## config.mk

```make
export PLATFORM = sky130hd
export DESIGN_NAME = jk_excite_driver_flat
export DESIGN_NICKNAME = d
export VERILOG_FILES = /design/src/rtl/jk_excite_driver_if.sv /design/src/rtl/jk_excite_driver.sv /design/src/flat_wrapper.sv
export SDC_FILE = /design/constraint.sdc
export NUM_CORES = 1
export LEC_CHECK = 0
export ABC_AREA = 1
export CAP_MARGIN = 20
export CORE_ASPECT_RATIO = 1.4
export CORE_UTILIZATION = 45
export CTS_BUF_LIST = sky130_fd_sc_hd__clkbuf_16
export DETAILED_ROUTE_END_ITERATION = 10
export PLACE_DENSITY = 0.78
export SYNTH_ARGS = -nofsm -noshare
export SYNTH_HDL_FRONTEND = slang
export SYNTH_SLANG_ARGS = --single-unit
```

## constraint.sdc

```tcl
create_clock -name clk -period 1.65 [get_ports clk]
set_clock_uncertainty 0.15 [all_clocks]
set_input_delay 0.33 -clock clk [delete_from_list [all_inputs] [get_ports clk]]
set_output_delay 0.33 -clock clk [all_outputs]
set_load 0.02 [all_outputs]
```

## src/rtl/jk_excite_driver_if.sv

```systemverilog
// Target-word handshake between a producer and jk_excite_driver.
// The producer offers a target word and mode; the driver answers with ready.
`timescale 1ns/1ps
interface jk_excite_driver_if #(
  parameter int WIDTH = 8
);
  logic             in_valid;
  logic             in_ready;
  logic [WIDTH-1:0] in_target;
  logic             in_mode;

  modport master (
    output in_valid,
    output in_target,
    output in_mode,
    input  in_ready
  );

  modport slave (
    input  in_valid,
    input  in_target,
    input  in_mode,
    output in_ready
  );
endinterface

```

## src/rtl/jk_excite_driver.sv

```systemverilog
// Stimulus side of a JK register bank: resets and checks the bank, then for
// each accepted target word drives one cycle of J/K excitation computed from
// the bank's present q and reads the result back to report pass or fail.
`timescale 1ns/1ps
module jk_excite_driver #(
  parameter int WIDTH = 8
) (
  input  logic             clk,
  input  logic             rst_n,
  jk_excite_driver_if.slave in_if,
  output logic [WIDTH-1:0] j,
  output logic [WIDTH-1:0] k,
  output logic             ff_rst,
  input  logic [WIDTH-1:0] q_fb,
  input  logic [WIDTH-1:0] qn_fb,
  output logic             done,
  output logic             err,
  output logic             init_err,
  output logic [7:0]       err_cnt,
  output logic [WIDTH-1:0] last_bad_q
);

  typedef enum logic [2:0] {
    INIT_RST,
    INIT_CHK,
    IDLE,
    DRIVE,
    CHECK
  } state_t;

  state_t           state;
  logic [WIDTH-1:0] target;
  logic [WIDTH-1:0] j_nxt;
  logic [WIDTH-1:0] k_nxt;
  logic             mismatch;

  assign in_if.in_ready = (state == IDLE);

  // Readback is good only if both rails agree with the latched target.
  assign mismatch = (q_fb != target) || (qn_fb != ~target);

  // Per-bit excitation taking the bank from its current q to the offered target.
  always_comb begin
    j_nxt = '0;
    k_nxt = '0;
    if (in_if.in_mode) begin
      j_nxt = in_if.in_target ^ q_fb;
      k_nxt = in_if.in_target ^ q_fb;
    end else begin
      j_nxt = in_if.in_target & ~q_fb;
      k_nxt = ~in_if.in_target & q_fb;
    end
  end

  // Control FSM with registered bank drive, status pulses and error bookkeeping.
  always_ff @(posedge clk or negedge rst_n) begin
    if (!rst_n) begin
      state      <= INIT_RST;
      j          <= '0;
      k          <= '0;
      ff_rst     <= 1'b1;
      done       <= 1'b0;
      err        <= 1'b0;
      init_err   <= 1'b0;
      err_cnt    <= 8'd0;
      last_bad_q <= '0;
      target     <= '0;
    end else begin
      done <= 1'b0;
      err  <= 1'b0;
      case (state)
        INIT_RST: begin
          ff_rst <= 1'b0;
          state  <= INIT_CHK;
        end
        INIT_CHK: begin
          if ((q_fb != '0) || (qn_fb != '1)) begin
            init_err <= 1'b1;
          end
          state <= IDLE;
        end
        IDLE: begin
          if (in_if.in_valid) begin
            target <= in_if.in_target;
            j      <= j_nxt;
            k      <= k_nxt;
            state  <= DRIVE;
          end
        end
        DRIVE: begin
          j     <= '0;
          k     <= '0;
          state <= CHECK;
        end
        CHECK: begin
          done <= 1'b1;
          if (mismatch) begin
            err        <= 1'b1;
            last_bad_q <= q_fb;
            if (err_cnt != 8'hFF) begin
              err_cnt <= err_cnt + 8'd1;
            end
          end
          state <= IDLE;
        end
        default: begin
          j      <= '0;
          k      <= '0;
          ff_rst <= 1'b1;
          state  <= INIT_RST;
        end
      endcase
    end
  end

endmodule

```

## src/flat_wrapper.sv

```systemverilog
// flat-port wrapper written by rule: the top's interface ports become plain ports
module jk_excite_driver_flat 
#(
  parameter int WIDTH = 8
)
  (clk, rst_n, j, k, ff_rst, q_fb, qn_fb, done, err, init_err, err_cnt, last_bad_q, in_if_in_valid, in_if_in_target, in_if_in_mode, in_if_in_ready);
  jk_excite_driver_if #(.WIDTH(WIDTH)) in_if_i ();
  input  logic clk;
  input  logic rst_n;
  output logic [WIDTH-1:0] j;
  output logic [WIDTH-1:0] k;
  output logic ff_rst;
  input  logic [WIDTH-1:0] q_fb;
  input  logic [WIDTH-1:0] qn_fb;
  output logic done;
  output logic err;
  output logic init_err;
  output logic [7:0] err_cnt;
  output logic [WIDTH-1:0] last_bad_q;
  input wire logic [$bits(in_if_i.in_valid)-1:0] in_if_in_valid;
  input wire logic [$bits(in_if_i.in_target)-1:0] in_if_in_target;
  input wire logic [$bits(in_if_i.in_mode)-1:0] in_if_in_mode;
  output wire logic [$bits(in_if_i.in_ready)-1:0] in_if_in_ready;
  assign in_if_i.in_valid = in_if_in_valid;
  assign in_if_i.in_target = in_if_in_target;
  assign in_if_i.in_mode = in_if_in_mode;
  assign in_if_in_ready = in_if_i.in_ready;
  jk_excite_driver #(.WIDTH(WIDTH)) u_core (.clk(clk), .rst_n(rst_n), .in_if(in_if_i), .j(j), .k(k), .ff_rst(ff_rst), .q_fb(q_fb), .qn_fb(qn_fb), .done(done), .err(err), .init_err(init_err), .err_cnt(err_cnt), .last_bad_q(last_bad_q));
endmodule
```

## Yosys cells after proc, flatten, opt, wreduce, memory -nomap -nowiden

Cells that the tools add are included.

| word-level totals | value |
|---|---|
| bits of input ports | 28 |
| bits in registers | 47 |
| word-level logic and storage cells | 51 |
| output and inout port bits | 37 |

| cells by class | value |
|---|---|
| equality and inequality tests | 9 |
| bitwise logic cells | 7 |
| add/subtract/negate cells | 1 |
| reduce and logical (&&, ||, !) cells | 12 |
| muxes and demuxes | 12 |

Operators by type and width:

| cell | number |
|---|---|
| 8-bit 2-to-1 mux | 4 |
| 8-bit one-hot mux with 2 select lines | 2 |
| 8-bit NOT | 3 |
| 8-bit AND | 2 |
| 8-bit inequality test | 2 |
| 8-bit inequality test, second input constant | 2 |
| 3-bit one-hot mux with 4 select lines | 1 |
| 8-bit by 1-bit adder with 8-bit output, second input constant | 1 |
| 2-bit AND reduction | 4 |
| 8-bit nonzero test | 1 |
| 8-bit XOR | 1 |
| 3-bit by 2-bit == test with 1-bit output, second input constant | 2 |
| 4-bit OR reduction | 1 |
| 3-bit by 1-bit == test with 1-bit output, second input constant | 1 |
| 3-bit == test, second input constant | 1 |
| 3-bit zero test | 1 |
| 1-bit 2-to-1 mux | 3 |
| 3-bit 2-to-1 mux | 1 |
| 3-bit AND reduction | 1 |
| 3-bit OR reduction | 1 |
| 1-bit logical OR | 2 |
| 2-bit inequality test, second input constant | 1 |
| 1-bit one-hot mux with 2 select lines | 1 |
| 2-bit OR reduction | 1 |
| 1-bit NOT | 1 |

## Longest topological paths before layout

| depth | value |
|---|---|
| depth in word-level cells | 5 |
| mapped depth | 10 |
| mapped depth without buffers | 10 |

## Least setup slack after synthesis

OpenSTA, ideal clock, no wires.

| timing | value |
|---|---|
| kind | register -> register |
| start point | register u_core.err_cnt[0] |
| end point | register u_core.err_cnt[3] |
| stages on the path, launching flop included | 8 |
| path slack | -143 ps |
| setup time | 118 ps |
| data required time | 1,382 ps |
| data arrival time | 1,525 ps |
| clock period less this slack | 1,793 ps |
| path buffers | 0 |
| cell sequence | dfrtp_1 -> ha_1 -> nand3_1 -> nor2_1 -> a31oi_2 -> nand2_1 -> nand2_1 -> nand2_1 |

| on the way | value |
|---|---|
| word-level cells in the longest chain between the ends | 2 |
| elaborated cells on any way between the ends | 3 |
| those cells by class | add/sub: 1; eq/ne: 1; reduce/logical: 1 |

RTL lines:

| element | RTL line | RTL |
|---|---|---|
| from (decl) | jk_excite_driver.sv:19 | `output logic [7:0] err_cnt,` |
| from (signal assigned) | jk_excite_driver.sv:101 | `err_cnt <= err_cnt + 8'd1;` |
| parallel branches: the longest is 2 deep, another holds 8-bit by 1-bit adder with 8-bit output | n/a |  |

Several ways; the timed one is not identified.
A chain may end at the register's enable or synchronous reset.

## Worst setup path after layout

| timing | value |
|---|---|
| start point | register u_core.target[0] |
| end point | register u_core.err_cnt[3] |

| on the way | value |
|---|---|
| word-level cells in the longest chain between the ends | 4 |
| elaborated cells on any way between the ends | 5 |
| those cells by class | eq/ne: 2; bitwise: 1; reduce/logical: 2 |

RTL lines:

| element | RTL line | RTL |
|---|---|---|
| from (decl) | jk_excite_driver.sv:32 | `logic [WIDTH-1:0] target;` |
| from (signal assigned) | jk_excite_driver.sv:84 | `target <= in_if.in_target;` |
| 8-bit NOT | jk_excite_driver.sv:40 | `assign mismatch = (q_fb != target) \|\| (qn_fb != ~target);` |
| 8-bit inequality test | jk_excite_driver.sv:40 |  |
| 1-bit logical OR (*) | jk_excite_driver.sv:40 |  |
| 3-bit AND reduction (no source line) (*) | n/a |  |

Every way passes the cells marked *; elsewhere a longest branch is shown, timed or not.

==> impl_summary.txt <==
----------------------------------------------------
[Run status]
  Result of the run ... complete, but fails checks
  Violated checks ... negative setup slack

[CTS]
  Number of buffers inserted during clock tree synthesis ... 5
  Clock tree from TritonCTS ... yes
  Worst-path clk slew ... 0.07 ns
  CTS Root Cell ... sky130_fd_sc_hd__clkbuf_16
  Worst skew pair latency ... 0.29 ns
  Number of buffers on the longest clock path ... 2
  Total clock sinks ... 47
  Number of H-tree levels ... 2

[Critical path]
  Cell class contributing the biggest share of worst-path delay ... simple AND/OR/NAND/NOR gates
  Element type at the critical path end ... flip-flop
  Required time at the worst-slack endpoint ... 1.73 ns
  Critical-path top delay cell ... sky130_fd_sc_hd__dfrtp_1
  CP max FO ... 8
  FF-to-FF setup slack ... -0.05 ns
  Launch point of the worst reg-to-reg path ... u_core.target[0]
  Worst R2R Path Depth ... 10
  Arrival time worst endpoint ... 1.78 ns
  Element type at the critical path start ... flip-flop
  Worst reg2reg path endpoint ... u_core.err_cnt[3]
  Critical path class ... reg2reg
  Largest stage delay on the critical path ... 0.41 ns
  Critical path, cell by cell ... nor2_1, nand2_1, o21ai_2, nand2_1, nor2_2, nand2_4, buf_12, nand2_8, nand2_2, nand2_2
  Count of buffer and inverter cells on the critical path ... 1

[Global routing]
  Number of global-route vias before repair ... 2619
  Maximum number of pins on one net before global-route repair ... 48
  Tot GR Track Use ... 0.242
  First-pass GRT wire length ... 11.5 mm
  GR Util met2 ... 0.435
  GRT overflow ... 0
  Antenna violations before repair ... 0
  Met3 Resource Use GR ... 0.0402
  Global-route track usage on met1 ... 0.276
  Gr busiest metal ... met2

[Synth]
  Sequential element share of the synthesized area ... 0.441
  Most common cell in the netlist ... sky130_fd_sc_hd__nand2_1
  Proportion of synthesized flip-flops having asynchronous set or reset ... 1.00
  Synth Warn # ... 0
  Top cells by count, synth ... sky130_fd_sc_hd__nand2_1, sky130_fd_sc_hd__dfrtp_1, sky130_fd_sc_hd__inv_1
  Number of flip-flops and latches in the synthesized netlist ... 47
  Syn Inst Count ... 325
  Post-synth EDFFs ... 0
  Ys flop type ... sky130_fd_sc_hd__dfrtp_1
  Yosys top cell by area ... sky130_fd_sc_hd__dfrtp_1
  Post-synth cell types ... 26
  Post-synth top area share ... 0.431
  Avg Cell Area, Syn ... 8.22 µm²
  Nets in the synthesized netlist ... 370
  Cell area after synthesis ... 2670 µm²
  Synth area leaders ... sky130_fd_sc_hd__dfrtp_1, sky130_fd_sc_hd__nand2_1, sky130_fd_sc_hd__ha_1, sky130_fd_sc_hd__inv_1, sky130_fd_sc_hd__o21ai_2

[Placement]
  Cell area reported after detailed placement ... 3810 µm²
  Placed Instances ... 502
  Buffers on Ports ... 64
  Half-perimeter wire length of the detailed placement result ... 5.02 mm
  Global placement routability congestion ... 0.810

[STA]
  Max Clock Freq ... 590 MHz
  Setup repair after global routing missed its margin ... true
  Final number of hold-violating endpoints ... 0
  Max-Slew Margin vs Limit ... 0.747
  Max Transition Viols Final ... 0
  Final WS setup ... -0.0455 ns
  Final period util ... 1.03
  Final Critical Period ... 1.70 ns
  Final setup violation count ... 17
  Pin slew with the least headroom to its limit ... 0.377 ns

[Worst hold path]
  Origin of the worst min-delay path ... u_core.last_bad_q[5]
  Class of the worst hold path ... reg2reg
  Hold Path End ... u_core.last_bad_q[5]
  Worst hold path depth ... 2

[Power and ir drop]
  Internal power ... 3.76 mW
  Total net switching power ... 2.73 mW
  Leakage power total ... 2.28 nW
  Power density normalized to cell area ... 1540 nW/µm²
  Share of total power in sequential cells ... 0.307
  Worst vdd rail ir drop ... 0.000776 V
  Clock network fraction of design power ... 0.158
  Fraction of power spent switching nets ... 0.421
  Part of the power in combinational logic ... 0.535
  Power after layout ... 6.49 mW

[Final layout]
  Number of antenna repair diodes ... 0
  Share of cells above drive strength 1 ... 0.317
  Final non-filler cell area ... 4210 µm²
  Final Net Count ... 495
  Post-synthesis to final-layout area growth ... 57.7%
  Non-filler cells, final ... 519

[Drt]
  Antenna violation net count after detailed routing ... 0
  Post-route DRC ... 0
  Wire length per cell ... 14.1 µm
  DRC marker count from the first detailed-route iteration ... 109
  First-pass iteration count of the detailed router ... 4
  Routed vias/inst ... 5.09
  Detailed-route via count ... 2644
  Total routed wirelength ... 7.30 mm

[Floorplanning]
  Die area ... 6250 µm²
  Site Rows ... 32
  Top Ports ... 65
  Core ar. ... 5610 µm²
  Initial cell density of the core ... 0.476
  Die Ht ... 93.1 µm
  Horizontal die dimension ... 67.1 µm

[Flow run]
  Max-Cap Viols ... 0

----------------------------------------------------
==> timing repair <==
action                                  CTS  global route
resized for setup                        79            47
gates cloned                              0             2
buffers inserted                          4             3
pin swaps                                 4            17
endpoints found under the hold margin    46             0
hold buffers                              1             0
endpoints found under the setup margin   78            44
==> cells by family (layout without fill, tap and decap cells) <==
group / Yosys count / count (layout) / synth area share
adders and majority gates: 17 / 17 / 0.0797
buffers and inverters: 46 / 172 / 0.0764
and+or+nand+nor: 163 / 163 / 0.259
xor gates and xnor gates: 6 / 6 / 0.0197
DFF: 47 / 47 / 0.441
AOI/OAI and AO/OA: 46 / 46 / 0.125
==> worst max-delay path by stage <==
stage	startpoint	end	cells past startpoint
floorplan	u_core.err_cnt[0]	u_core.err_cnt[6]	7
global placement	q_fb[5]	u_core.err_cnt[0]	12
detailed placement	q_fb[0]	u_core.err_cnt[7]	10
CTS	u_core.state[2]	in_if_in_ready	2
global route	u_core.state[1]	u_core.k[4]	9
finish	u_core.target[0]	u_core.err_cnt[3]	10
==> power by group through the flow <==
stage,combinational [mW],clock (mW),sequential [mW]
2_1_floorplan,1.34,0,2.35
3_3_place_gp,3.06,0,1.96
3_5_place_dp,3.14,0,1.99
4_1_cts,3.17,1.04,1.98
5_1_grt,3.77,1.09,2.05
6_report,3.48,1.03,1.99
==> per-layer routing <==
metal | part of all wire | wire length [µm]
met1 | 0.40 | 2900
met5 | 0 | 0
met3 | 0.040 | 290
met2 | 0.53 | 3840
met4 | 0.036 | 265
==> worst reg2reg max path: cells and delay by family, from the launching register on <==
kind | cells | cell delay, ns
and+or+nand+nor | 8 | 0.83
DFF | 1 | 0.41
buffers and inverters | 1 | 0.16
AOI/OAI and AO/OA | 1 | 0.08
==> state kept, by name, summed over array words and instances, names as in the netlist, 3 cells and up <==
signal and flops:
u_core.state 3, u_core.target 8, u_core.k 8, u_core.j 8, u_core.err_cnt 8, u_core.last_bad_q 8
==> cell type report <==
cell class / count / area [µm²]
clock inverters: 3 / 22.5
clock buffers: 5 / 125
flip-flops and latches: 47 / 1180
multi-input cells: 232 / 1470
fillers: 406 / 1390
inverters: 37 / 139
repair buffers: 127 / 1180
well taps: 68 / 85.1
==> placed cells by master (no fill, tap or decap), types with 10 or more instances in the layout <==
master,instances
sky130_fd_sc_hd__clkdlybuf4s50_1,10
sky130_fd_sc_hd__inv_1,31
sky130_fd_sc_hd__dlygate4sd2_1,47
sky130_fd_sc_hd__o211ai_1,16
sky130_fd_sc_hd__dfrtp_1,43
sky130_fd_sc_hd__nand3_1,17
sky130_fd_sc_hd__nand2_1,87
sky130_fd_sc_hd__o21ai_2,16
sky130_fd_sc_hd__ha_1,16
sky130_fd_sc_hd__nand2_2,24
sky130_fd_sc_hd__buf_4,48
==> through the flow <==
step / hold WS, ns / setup TNS, ns / setup WS (ns) / util
2_1_floorplan: -0.116 / 0 / 0.0134 / -
3_3_place_gp: 0.178 / -10.34 / -0.455 / 0.681
3_5_place_dp: 0.182 / -11.31 / -0.475 / 0.681
4_1_cts: 0.332 / -1.98 / -0.170 / 0.718
5_1_grt: 0.355 / -2.07 / -0.101 / 0.751
6_report: 0.331 / -0.444 / -0.0455 / 0.751
No activity file was read; power rests on OpenSTA's default activity.
